**config.mk**
```make
export PLATFORM = sky130hd
export DESIGN_NAME = sprite_mover_engine_flat
export DESIGN_NICKNAME = d
export VERILOG_FILES = /design/src/rtl/sprite_mover_engine_if.sv /design/src/rtl/sprite_mover_engine.sv /design/src/flat_wrapper.sv
export SDC_FILE = /design/constraint.sdc
export NUM_CORES = 1
export LEC_CHECK = 0
export CAP_MARGIN = 20
export CORE_MARGIN = 3
export CORE_UTILIZATION = 50
export CTS_CLUSTER_DIAMETER = 80
export DETAILED_ROUTE_END_ITERATION = 6
export DONT_BUFFER_PORTS = 1
export SETUP_SLACK_MARGIN = 0.2
export SLEW_MARGIN = 20
export SYNTH_ARGS = -nofsm -noshare
export SYNTH_HDL_FRONTEND = slang
export SYNTH_SLANG_ARGS = --single-unit
```
**constraint.sdc**
```tcl
create_clock -name clock -period 5.3 [get_ports clock]
set_input_delay 0.795 -clock clock [delete_from_list [all_inputs] [get_ports clock]]
set_output_delay 0.795 -clock clock [all_outputs]
set_load 0.02 [all_outputs]
```
**src/rtl/sprite_mover_engine_if.sv**
```systemverilog
// Pixel-write and control bundle between a sprite controller and the sprite
// mover engine. The master drives move/direction/clear requests and the sprite
// colour. The slave (the engine) drives the pixel-write port and busy.
interface sprite_mover_engine_if #(
  parameter int X_W     = 9,
  parameter int Y_W     = 8,
  parameter int COLOR_W = 3
);
  logic               move;
  logic               ld_dir;
  logic [1:0]         dir;
  logic [1:0]         axis_en;
  logic               clear;
  logic [COLOR_W-1:0] spr_color;
  logic               plot;
  logic [X_W-1:0]     x;
  logic [Y_W-1:0]     y;
  logic [COLOR_W-1:0] color;
  logic               busy;

  modport master (
    output move, ld_dir, dir, axis_en, clear, spr_color,
    input  plot, x, y, color, busy
  );

  modport slave (
    input  move, ld_dir, dir, axis_en, clear, spr_color,
    output plot, x, y, color, busy
  );
endinterface

```
**src/rtl/sprite_mover_engine.sv**
```systemverilog
// Sprite mover engine: holds one rectangular sprite position. Each move
// request erases the sprite, steps and clamps the position, then redraws it.
// A clear request floods the whole screen with the background colour and then
// redraws the sprite at its start position. One pixel is written per clock.
module sprite_mover_engine #(
  parameter int X_W      = 9,
  parameter int Y_W      = 8,
  parameter int COLOR_W  = 3,
  parameter int SCREEN_W = 320,
  parameter int SCREEN_H = 240,
  parameter int SPR_W    = 4,
  parameter int SPR_H    = 4,
  parameter int STEP     = 1,
  parameter int START_X  = 0,
  parameter int START_Y  = 0,
  parameter int BG_COLOR = 0
) (
  input  logic                  clock,
  input  logic                  resetn,
  sprite_mover_engine_if.slave  bus
);

  typedef enum logic [2:0] {
    S_INIT, S_IDLE, S_ERASE, S_UPDATE, S_DRAW, S_CLEAR
  } state_e;

  localparam logic [X_W-1:0]     START_XV   = X_W'(START_X);
  localparam logic [Y_W-1:0]     START_YV   = Y_W'(START_Y);
  localparam logic [X_W-1:0]     SPR_X_LAST = X_W'(SPR_W - 1);
  localparam logic [Y_W-1:0]     SPR_Y_LAST = Y_W'(SPR_H - 1);
  localparam logic [X_W-1:0]     SCR_X_LAST = X_W'(SCREEN_W - 1);
  localparam logic [Y_W-1:0]     SCR_Y_LAST = Y_W'(SCREEN_H - 1);
  // One extra bit on the step arithmetic so the clamp compare cannot wrap.
  localparam logic [X_W:0]       X_MAX      = (X_W+1)'(SCREEN_W - SPR_W);
  localparam logic [Y_W:0]       Y_MAX      = (Y_W+1)'(SCREEN_H - SPR_H);
  localparam logic [X_W:0]       X_STEP     = (X_W+1)'(STEP);
  localparam logic [Y_W:0]       Y_STEP     = (Y_W+1)'(STEP);
  localparam logic [COLOR_W-1:0] BG         = COLOR_W'(BG_COLOR);

  state_e             state_q, state_d;
  logic [X_W-1:0]     pos_x_q, pos_x_d;
  logic [Y_W-1:0]     pos_y_q, pos_y_d;
  logic [X_W-1:0]     cx_q, cx_d;
  logic [Y_W-1:0]     cy_q, cy_d;
  logic [1:0]         dir_q, dir_d;
  logic [1:0]         axn_q, axn_d;
  logic               move_q, clear_q;
  logic               plot_q, plot_d;
  logic [X_W-1:0]     x_q, x_d;
  logic [Y_W-1:0]     y_q, y_d;
  logic [COLOR_W-1:0] color_q, color_d;
  logic               busy_q, busy_d;

  logic               move_rise, clear_rise;
  logic [X_W:0]       x_inc, x_dec;
  logic [Y_W:0]       y_inc, y_dec;

  assign move_rise  = bus.move  & ~move_q;
  assign clear_rise = bus.clear & ~clear_q;

  // Next state, position/counter update and the registered pixel-port values.
  // The _d counters name the pixel that will be on the port next cycle, so
  // outputs registered from them line up with the state they belong to.
  always_comb begin
    // NOTE: every signal assigned here gets a default first; a path that
    // leaves one unassigned would infer a latch.
    state_d = state_q;
    pos_x_d = pos_x_q;
    pos_y_d = pos_y_q;
    cx_d    = cx_q;
    cy_d    = cy_q;
    dir_d   = bus.ld_dir ? bus.dir     : dir_q;
    axn_d   = bus.ld_dir ? bus.axis_en : axn_q;
    x_inc   = {1'b0, pos_x_q} + X_STEP;
    x_dec   = {1'b0, pos_x_q} - X_STEP;
    y_inc   = {1'b0, pos_y_q} + Y_STEP;
    y_dec   = {1'b0, pos_y_q} - Y_STEP;

    unique case (state_q)
      S_INIT: begin
        state_d = S_DRAW;
        cx_d    = '0;
        cy_d    = '0;
      end
      S_IDLE: begin
        if (clear_rise) begin
          state_d = S_CLEAR;
          cx_d    = '0;
          cy_d    = '0;
        end else if (move_rise) begin
          state_d = S_ERASE;
          cx_d    = '0;
          cy_d    = '0;
        end
      end
      S_ERASE, S_DRAW: begin
        if (cx_q == SPR_X_LAST) begin
          cx_d = '0;
          if (cy_q == SPR_Y_LAST) begin
            cy_d    = '0;
            state_d = (state_q == S_ERASE) ? S_UPDATE : S_IDLE;
          end else begin
            cy_d = cy_q + 1'b1;
          end
        end else begin
          cx_d = cx_q + 1'b1;
        end
      end
      S_UPDATE: begin
        state_d = S_DRAW;
        cx_d    = '0;
        cy_d    = '0;
        if (axn_q[1]) begin
          if (dir_q[1]) pos_x_d = (x_inc > X_MAX) ? X_MAX[X_W-1:0] : x_inc[X_W-1:0];
          else          pos_x_d = ({1'b0, pos_x_q} < X_STEP) ? '0 : x_dec[X_W-1:0];
        end
        if (axn_q[0]) begin
          if (dir_q[0]) pos_y_d = ({1'b0, pos_y_q} < Y_STEP) ? '0 : y_dec[Y_W-1:0];
          else          pos_y_d = (y_inc > Y_MAX) ? Y_MAX[Y_W-1:0] : y_inc[Y_W-1:0];
        end
      end
      S_CLEAR: begin
        if (cx_q == SCR_X_LAST) begin
          cx_d = '0;
          if (cy_q == SCR_Y_LAST) begin
            cy_d    = '0;
            state_d = S_DRAW;
            pos_x_d = START_XV;
            pos_y_d = START_YV;
          end else begin
            cy_d = cy_q + 1'b1;
          end
        end else begin
          cx_d = cx_q + 1'b1;
        end
      end
      default: state_d = S_INIT;
    endcase

    plot_d  = state_d inside {S_ERASE, S_DRAW, S_CLEAR};
    x_d     = x_q;
    y_d     = y_q;
    color_d = color_q;
    if (plot_d) begin
      x_d     = (state_d == S_CLEAR) ? cx_d : pos_x_d + cx_d;
      y_d     = (state_d == S_CLEAR) ? cy_d : pos_y_d + cy_d;
      color_d = (state_d == S_DRAW) ? bus.spr_color : BG;
    end
    busy_d = (state_d != S_IDLE);
  end

  // State, position, latched direction, edge-detect and output registers.
  // NOTE: sequential state uses non-blocking assignments only, so every flop
  // samples pre-edge values regardless of statement order.
  always_ff @(posedge clock or negedge resetn) begin
    if (!resetn) begin
      state_q <= S_INIT;
      pos_x_q <= START_XV;
      pos_y_q <= START_YV;
      cx_q    <= '0;
      cy_q    <= '0;
      dir_q   <= '0;
      axn_q   <= '0;
      move_q  <= 1'b0;
      clear_q <= 1'b0;
      plot_q  <= 1'b0;
      x_q     <= '0;
      y_q     <= '0;
      color_q <= '0;
      busy_q  <= 1'b0;
    end else begin
      state_q <= state_d;
      pos_x_q <= pos_x_d;
      pos_y_q <= pos_y_d;
      cx_q    <= cx_d;
      cy_q    <= cy_d;
      dir_q   <= dir_d;
      axn_q   <= axn_d;
      move_q  <= bus.move;
      clear_q <= bus.clear;
      plot_q  <= plot_d;
      x_q     <= x_d;
      y_q     <= y_d;
      color_q <= color_d;
      busy_q  <= busy_d;
    end
  end

  assign bus.plot  = plot_q;
  assign bus.x     = x_q;
  assign bus.y     = y_q;
  assign bus.color = color_q;
  assign bus.busy  = busy_q;

endmodule
```
**src/flat_wrapper.sv**
```systemverilog
// flat-port wrapper written by rule: the top's interface ports become plain ports
module sprite_mover_engine_flat 
#(
  parameter int X_W      = 9,
  parameter int Y_W      = 8,
  parameter int COLOR_W  = 3,
  parameter int SCREEN_W = 320,
  parameter int SCREEN_H = 240,
  parameter int SPR_W    = 4,
  parameter int SPR_H    = 4,
  parameter int STEP     = 1,
  parameter int START_X  = 0,
  parameter int START_Y  = 0,
  parameter int BG_COLOR = 0
)
  (clock, resetn, bus_move, bus_ld_dir, bus_dir, bus_axis_en, bus_clear, bus_spr_color, bus_plot, bus_x, bus_y, bus_color, bus_busy);
  sprite_mover_engine_if #(.X_W(X_W), .Y_W(Y_W), .COLOR_W(COLOR_W)) bus_i ();
  input  logic clock;
  input  logic resetn;
  input wire logic [$bits(bus_i.move)-1:0] bus_move;
  input wire logic [$bits(bus_i.ld_dir)-1:0] bus_ld_dir;
  input wire logic [$bits(bus_i.dir)-1:0] bus_dir;
  input wire logic [$bits(bus_i.axis_en)-1:0] bus_axis_en;
  input wire logic [$bits(bus_i.clear)-1:0] bus_clear;
  input wire logic [$bits(bus_i.spr_color)-1:0] bus_spr_color;
  output wire logic [$bits(bus_i.plot)-1:0] bus_plot;
  output wire logic [$bits(bus_i.x)-1:0] bus_x;
  output wire logic [$bits(bus_i.y)-1:0] bus_y;
  output wire logic [$bits(bus_i.color)-1:0] bus_color;
  output wire logic [$bits(bus_i.busy)-1:0] bus_busy;
  assign bus_i.move = bus_move;
  assign bus_i.ld_dir = bus_ld_dir;
  assign bus_i.dir = bus_dir;
  assign bus_i.axis_en = bus_axis_en;
  assign bus_i.clear = bus_clear;
  assign bus_i.spr_color = bus_spr_color;
  assign bus_plot = bus_i.plot;
  assign bus_x = bus_i.x;
  assign bus_y = bus_i.y;
  assign bus_color = bus_i.color;
  assign bus_busy = bus_i.busy;
  sprite_mover_engine #(.X_W(X_W), .Y_W(Y_W), .COLOR_W(COLOR_W), .SCREEN_W(SCREEN_W), .SCREEN_H(SCREEN_H), .SPR_W(SPR_W), .SPR_H(SPR_H), .STEP(STEP), .START_X(START_X), .START_Y(START_Y), .BG_COLOR(BG_COLOR)) u_core (.clock(clock), .resetn(resetn), .bus(bus_i));
endmodule
```
# Word-level counts from Yosys, hierarchy flattened
# Cells that the tools add are included.
# totals
reg_bits	65
inputBits	12
output_inout_bits	22
# op_classes
n_addsub	8
magnitude_cmp	4
n_eq_ne	13
n_mux	37
n_bitwise	4
n_reduce_logical	4
# op_table
op	n
2-to-1 mux 8 bit	13
2-to-1 mux 9 bit	11
one-hot mux 9 bit (4 select lines)	1
one-hot mux 8 bit (4 select lines)	1
2-to-1 mux 3 bit	7
one-hot mux 9 bit (2 select lines)	1
one-hot mux 8 bit (2 select lines)	1
equality test 3 bit, second input constant	4
one-hot mux 3 bit (4 select lines)	1
adder 9 x 1 -> 10 bit, second input constant	1
> comparator 10 x 9 -> 1 bit, second input constant	1
adder 8 x 1 -> 9 bit, second input constant	1
adder 9 x 1 -> 9 bit, second input constant	1
adder 9 bit	1
equality test 3 x 2 -> 1 bit, second input constant	3
equality test 9 x 2 -> 1 bit, second input constant	1
equality test 9 bit, second input constant	1
> comparator 9 x 8 -> 1 bit, second input constant	1
< comparator 9 x 1 -> 1 bit, second input constant	1
subtractor 9 x 1 -> 9 bit, second input constant	1
adder 8 x 1 -> 8 bit, second input constant	1
adder 8 bit	1
equality test 8 x 2 -> 1 bit, second input constant	1
equality test 8 bit, second input constant	1
10 further kinds	13

# Depth between registers and ports, before layout
# depth
depth_word	8
depth_mapped	17

# Least setup slack after synthesis
# No wires, ideal clock.
# synth_timing
path_kind	reg2reg
from	reg u_core.pos_x_q[0]
to	reg u_core.x_q[8] (netlist: u_core.bus.x[8])
setup_ps	95
arrival_time_ps	3707
path_slack_ps	1498
stages_incl_launch_ff	17
n_path_buf	1
synth_period_minus_slack_ps	3802
cell_sequence	dfrtp_1 ha_1 and4_1 clkbuf_1 nand4_1 mux2_2 o21ai_0 or2_2 o2bb2ai_1 ha_1 fa_1 a21oi_1 o211ai_1 o41ai_1 xor2_1 and3_1 o31ai_1
# synth_between
elab_chain_cells	8
word_cells_on_any_way	13
cone_classes	3 x add/sub; 2 x order compare; 8 x mux
# synth_lines
item	line	text
start: declaration	sprite_mover_engine.sv:41	logic [X_W-1:0] pos_x_q, pos_x_d;
start signal: assignment	sprite_mover_engine.sv:173	pos_x_q <= pos_x_d;
adder 9 x 1 -> 10 bit	sprite_mover_engine.sv:74	x_inc = {1'b0, pos_x_q} + X_STEP;
> comparator 10 x 9 -> 1 bit	sprite_mover_engine.sv:114	if (dir_q[1]) pos_x_d = (x_inc > X_MAX) ? X_MAX[X_W-1:0] : x_inc[X_W-1:0];
2-to-1 mux 9 bit (2 in series)	sprite_mover_engine.sv:114	
2-to-1 mux 9 bit	sprite_mover_engine.sv:113	if (axn_q[1]) begin
one-hot mux 9 bit (2 select lines) (*)	sprite_mover_engine.sv:79	unique case (state_q)
named net u_core.pos_x_d[0]	sprite_mover_engine.sv:41	
adder 9 bit (*)	sprite_mover_engine.sv:145	x_d = (state_d == S_CLEAR) ? cx_d : pos_x_d + cx_d;
2-to-1 mux 9 bit (*)	sprite_mover_engine.sv:145	
end signal: assignment	sprite_mover_engine.sv:167	x_q <= '0;
end signal: assignment	sprite_mover_engine.sv:182	x_q <= x_d;
end: declaration	sprite_mover_engine.sv:49	logic [X_W-1:0] x_q, x_d;
# The timed path passes the listed nets; every way through them passes the cells marked *.
# A chain may end at the register's enable or synchronous reset.

# Final worst setup path
# layout_timing
from	reg u_core.pos_x_q[2]
to	reg u_core.x_q[8] (netlist: u_core.bus.x[8])
# layout_between
elab_chain_cells	8
word_cells_on_any_way	13
cone_classes	3 x add/sub; 2 x order compare; 8 x mux
# layout_lines
item	line
adder 9 x 1 -> 10 bit	sprite_mover_engine.sv:74
> comparator 10 x 9 -> 1 bit	sprite_mover_engine.sv:114
2-to-1 mux 9 bit	sprite_mover_engine.sv:114
2-to-1 mux 9 bit (*)	sprite_mover_engine.sv:114
2-to-1 mux 9 bit (*)	sprite_mover_engine.sv:113
one-hot mux 9 bit (2 select lines) (*)	sprite_mover_engine.sv:79
named net u_core.pos_x_d[0]	sprite_mover_engine.sv:41
adder 9 bit (*)	sprite_mover_engine.sv:145
2-to-1 mux 9 bit (*)	sprite_mover_engine.sv:145
# Marks and branches as above.

==> metrics.cfg <==
[route]
drt-pass1-iter-count=7
postRouteAntennaNets=0
route.vias.total=4367
route.detailed.drc=4
drt-total-wl_um=12500
detail_route.iter0.violations=504
drt-wirelength-per-cell_um=18.0
viasPerCell=6.30

[timing]
fin_skew_ns=0.0118
slew_headroom=0.325
final.setup.tns_ns=0
min_period_over_period=0.849
worst_pin_slew_ns=0.997
setup_repair_after_global_routing_missed_its_margin=false
setup_viol_count_final=0
period_needed_ns=4.50
slew_violations=0
final-hold-violation-count=0
finalWorstSetupSlack_ns=0.800
fmax_mhz=222

[floorplan]
die_w_um=105
num_io_pins=34
die-height_um=105
die_area_sq_mm=0.0110
core_area_sq_mm=0.00937
placement_rows=35
start_util=0.520

[synth]
synth_sequential_area_ratio=0.334
yosysWarnings=0
synth-async-reset-ratio=1.00
synth_enable_flop_cells=0
synth_top_cells_by_area=sky130_fd_sc_hd__dfrtp_1 33%, sky130_fd_sc_hd__ha_1 5.9%, sky130_fd_sc_hd__o21ai_0 4.5%, sky130_fd_sc_hd__nand2_1 4.1%, sky130_fd_sc_hd__nor2_1 3.8%
synth_ff_type=sky130_fd_sc_hd__dfrtp_1
syn-instance-count=579
synth_area_per_cell_sq_um=8.42
netlist_area_sq_mm=0.00488
synth.lib_cells_used.distinct=83
synth.ff_latch_count=65
yosysTopAreaCell=sky130_fd_sc_hd__dfrtp_1
syn-num-nets=616
netlist.area_leader.share=0.334

[place]
dp.final_hpwl_um=9130
gpl.final_weighted_congestion=0.933
dp_worst_setup_slack_ns=0.853
place.port_buffers=0

[status]
run_status=finished, violations left
violations=design-rule violations

[worst_setup_path]
worst_r2r_path_depth=15
timing.critical_path.from_type=register
worst_reg2reg_path_startpoint=u_core.pos_x_q[2]
timing_worst_setup_path_type=reg -> reg
critPathRequiredTime_ns=5.54
arrival_ns=4.74
critical_path.max_fanout=12
path_delay_family=simple AND/OR/NAND/NOR gates
reg2reg_setup_slack_ns=0.80
crit_path_max_incr_delay_ns=0.53
worst-path-buf-inv=0
crit_path_cell_trace=nand3_1, nor2_1, xnor2_1, nor4b_1, o21ai_0, or2_2, o2bb2ai_1, ha_1, fa_1, a21oi_1, o211ai_1, o41ai_1, xor2_1, and3_1, o31ai_1
worst_r2r_endpoint=u_core.bus.x[8]
crit_path_end_kind=register
slowest_stage=sky130_fd_sc_hd__dfrtp_1

[global_route]
grt_first_pass_wirelength_um=21000
first_global_vias=4148
grt.met2_usage=0.336
antenna_violations_before_repair=0
grt_max_degree=66
grtUsageTotal=0.232
global_route.usage.met1=0.354
grtUsageMet3=0.0377
gr_overflow_total=0
grt_most_used_layer=met1

[hold_path]
hp-class=in -> async

[final_layout]
leading_cell_types_in_the_layout_fill_and_taps_excluded=65 x sky130_fd_sc_hd__dfrtp_1, 53 x sky130_fd_sc_hd__nand2_1, 50 x sky130_fd_sc_hd__nor2_1
syn_to_final_growth_pct=5.57
most_common_cell_after_layout_fill_and_taps_aside=sky130_fd_sc_hd__dfrtp_1
diodes=0
post_route_cells_drive_above_1_share=0.0727
final_nets=596
final_util=0.549

[power]
power_leakage_nw=2.18
vdd.ir_drop.worst_mv=0.231
cellPowerDensity_mw_per_mm2=359
total_power_mw=1.85

[clocking]
cts_max_level=3
tritoncts=built
cts_resized=0
cts_setup_buffers=0
cts_sinks=65
cts_made_buffers=9
clock_pin_slew_reported_for_the_worst_setup_and_hold_paths_after_clock_tree_synthesis_ns=0.08
clock_latency_ns=0.34
clk_path_buf_depth=2
clockRootBuffer=sky130_fd_sc_hd__clkbuf_8
post_cts_hold_buffer_count=0

[run]
max-cap-violations=0

-- final cells by class --
class,instances,area [sq um]
flip-flops and latches,65,1630
fillers,893,4220
multi-input cells,457,3010
repair buffers,1,7.51
well taps,129,161
clock inverters,6,115
clock buffers,10,138
inverters,25,93.8
-- how the worst max path moves through the flow --
stage	cells after the start	slack (ns)	end	start
2_1_floorplan	16	1.50	u_core.bus.x[8]	u_core.pos_x_q[0]
3_3_place_gp	15	1.07	u_core.bus.y[7]	u_core.cx_q[0]
3_5_place_dp	15	0.85	u_core.bus.x[8]	u_core.pos_x_q[2]
4_1_cts	15	0.84	u_core.bus.x[8]	u_core.pos_x_q[2]
5_1_grt	15	0.40	u_core.bus.x[8]	u_core.pos_x_q[2]
6_report	15	0.80	u_core.bus.x[8]	u_core.pos_x_q[2]
-- cell families (layout without fill, tap and decap cells) --
logic type | count (synthesis) | in the layout | share of synthesized area
adders and majority gates | 25 | 25 | 0.0672
and+or+nand+nor | 217 | 217 | 0.233
xor gates and xnor gates | 21 | 21 | 0.0377
muxes | 6 | 6 | 0.0133
AOI/OAI and AO/OA | 188 | 188 | 0.265
DFF | 65 | 65 | 0.334
buffers and inverters | 57 | 42 | 0.0500
-- metrics by stage --
stage	std cells	hold slack, ns	instance area (sq um)
after floorplan	579	0.497	4880
after global placement	677	0.502	4890
after detailed placement	677	0.502	4890
after CTS	693	0.125	5150
after global routing	693	0.114	5150
final	693	0.140	5150
-- cells in the mapped netlist (6+ instances only) --
library cell / instances
sky130_fd_sc_hd__buf_2: 6
sky130_fd_sc_hd__xnor2_1: 11
sky130_fd_sc_hd__nor3_1: 17
sky130_fd_sc_hd__nor2_1: 50
sky130_fd_sc_hd__o31ai_1: 8
sky130_fd_sc_hd__inv_1: 24
sky130_fd_sc_hd__o21ai_0: 44
sky130_fd_sc_hd__a21o_1: 10
sky130_fd_sc_hd__xor2_1: 10
sky130_fd_sc_hd__dfrtp_1: 65
sky130_fd_sc_hd__and3_1: 8
sky130_fd_sc_hd__a22o_1: 8
sky130_fd_sc_hd__nand2_1: 53
sky130_fd_sc_hd__ha_1: 23
sky130_fd_sc_hd__a31oi_1: 16
sky130_fd_sc_hd__nand2b_1: 12
sky130_fd_sc_hd__nand3_1: 23
sky130_fd_sc_hd__clkbuf_1: 21
sky130_fd_sc_hd__a21oi_1: 35
-- per-layer routing --
layer  vias up  wire length [um]  part of all wire
met2       178              5330              0.43
li1       2109                 -                 -
met5         -                 0                 0
met1      2049              6140              0.49
met4         0               268             0.021
met3        31               728             0.058
-- worst reg2reg max path: stages, from the launching register on --
cell	delay, ns
sky130_fd_sc_hd__dfrtp_1	0.53
sky130_fd_sc_hd__nand3_1	0.22
sky130_fd_sc_hd__nor2_1	0.43
sky130_fd_sc_hd__xnor2_1	0.13
sky130_fd_sc_hd__nor4b_1	0.24
sky130_fd_sc_hd__o21ai_0	0.34
sky130_fd_sc_hd__or2_2	0.40
sky130_fd_sc_hd__o2bb2ai_1	0.19
sky130_fd_sc_hd__ha_1	0.24
sky130_fd_sc_hd__fa_1	0.41
sky130_fd_sc_hd__a21oi_1	0.20
sky130_fd_sc_hd__o211ai_1	0.16
sky130_fd_sc_hd__o41ai_1	0.33
sky130_fd_sc_hd__xor2_1	0.14
sky130_fd_sc_hd__and3_1	0.22
sky130_fd_sc_hd__o31ai_1	0.24
-- report_power, final --
group / internal [mW] / switching [mW]
Clock: 0.327 / 0.199
Sequential: 0.577 / 0.159
Combinational: 0.232 / 0.355
Total: 1.14 / 0.713
-- registers in the layout, summed over array words and instances (netlist names) --
name	flops
u_core.dir_q	2
u_core.bus.x	9
u_core.bus.busy	1
u_core.cy_q	8
u_core.clear_q	1
u_core.cx_q	9
u_core.axn_q	2
u_core.bus.color	3
u_core.bus.y	8
u_core.pos_x_q	9
u_core.move_q	1
u_core.pos_y_q	8
u_core.state_q	3
u_core.bus.plot	1
(Power assumes the default switching activity.)
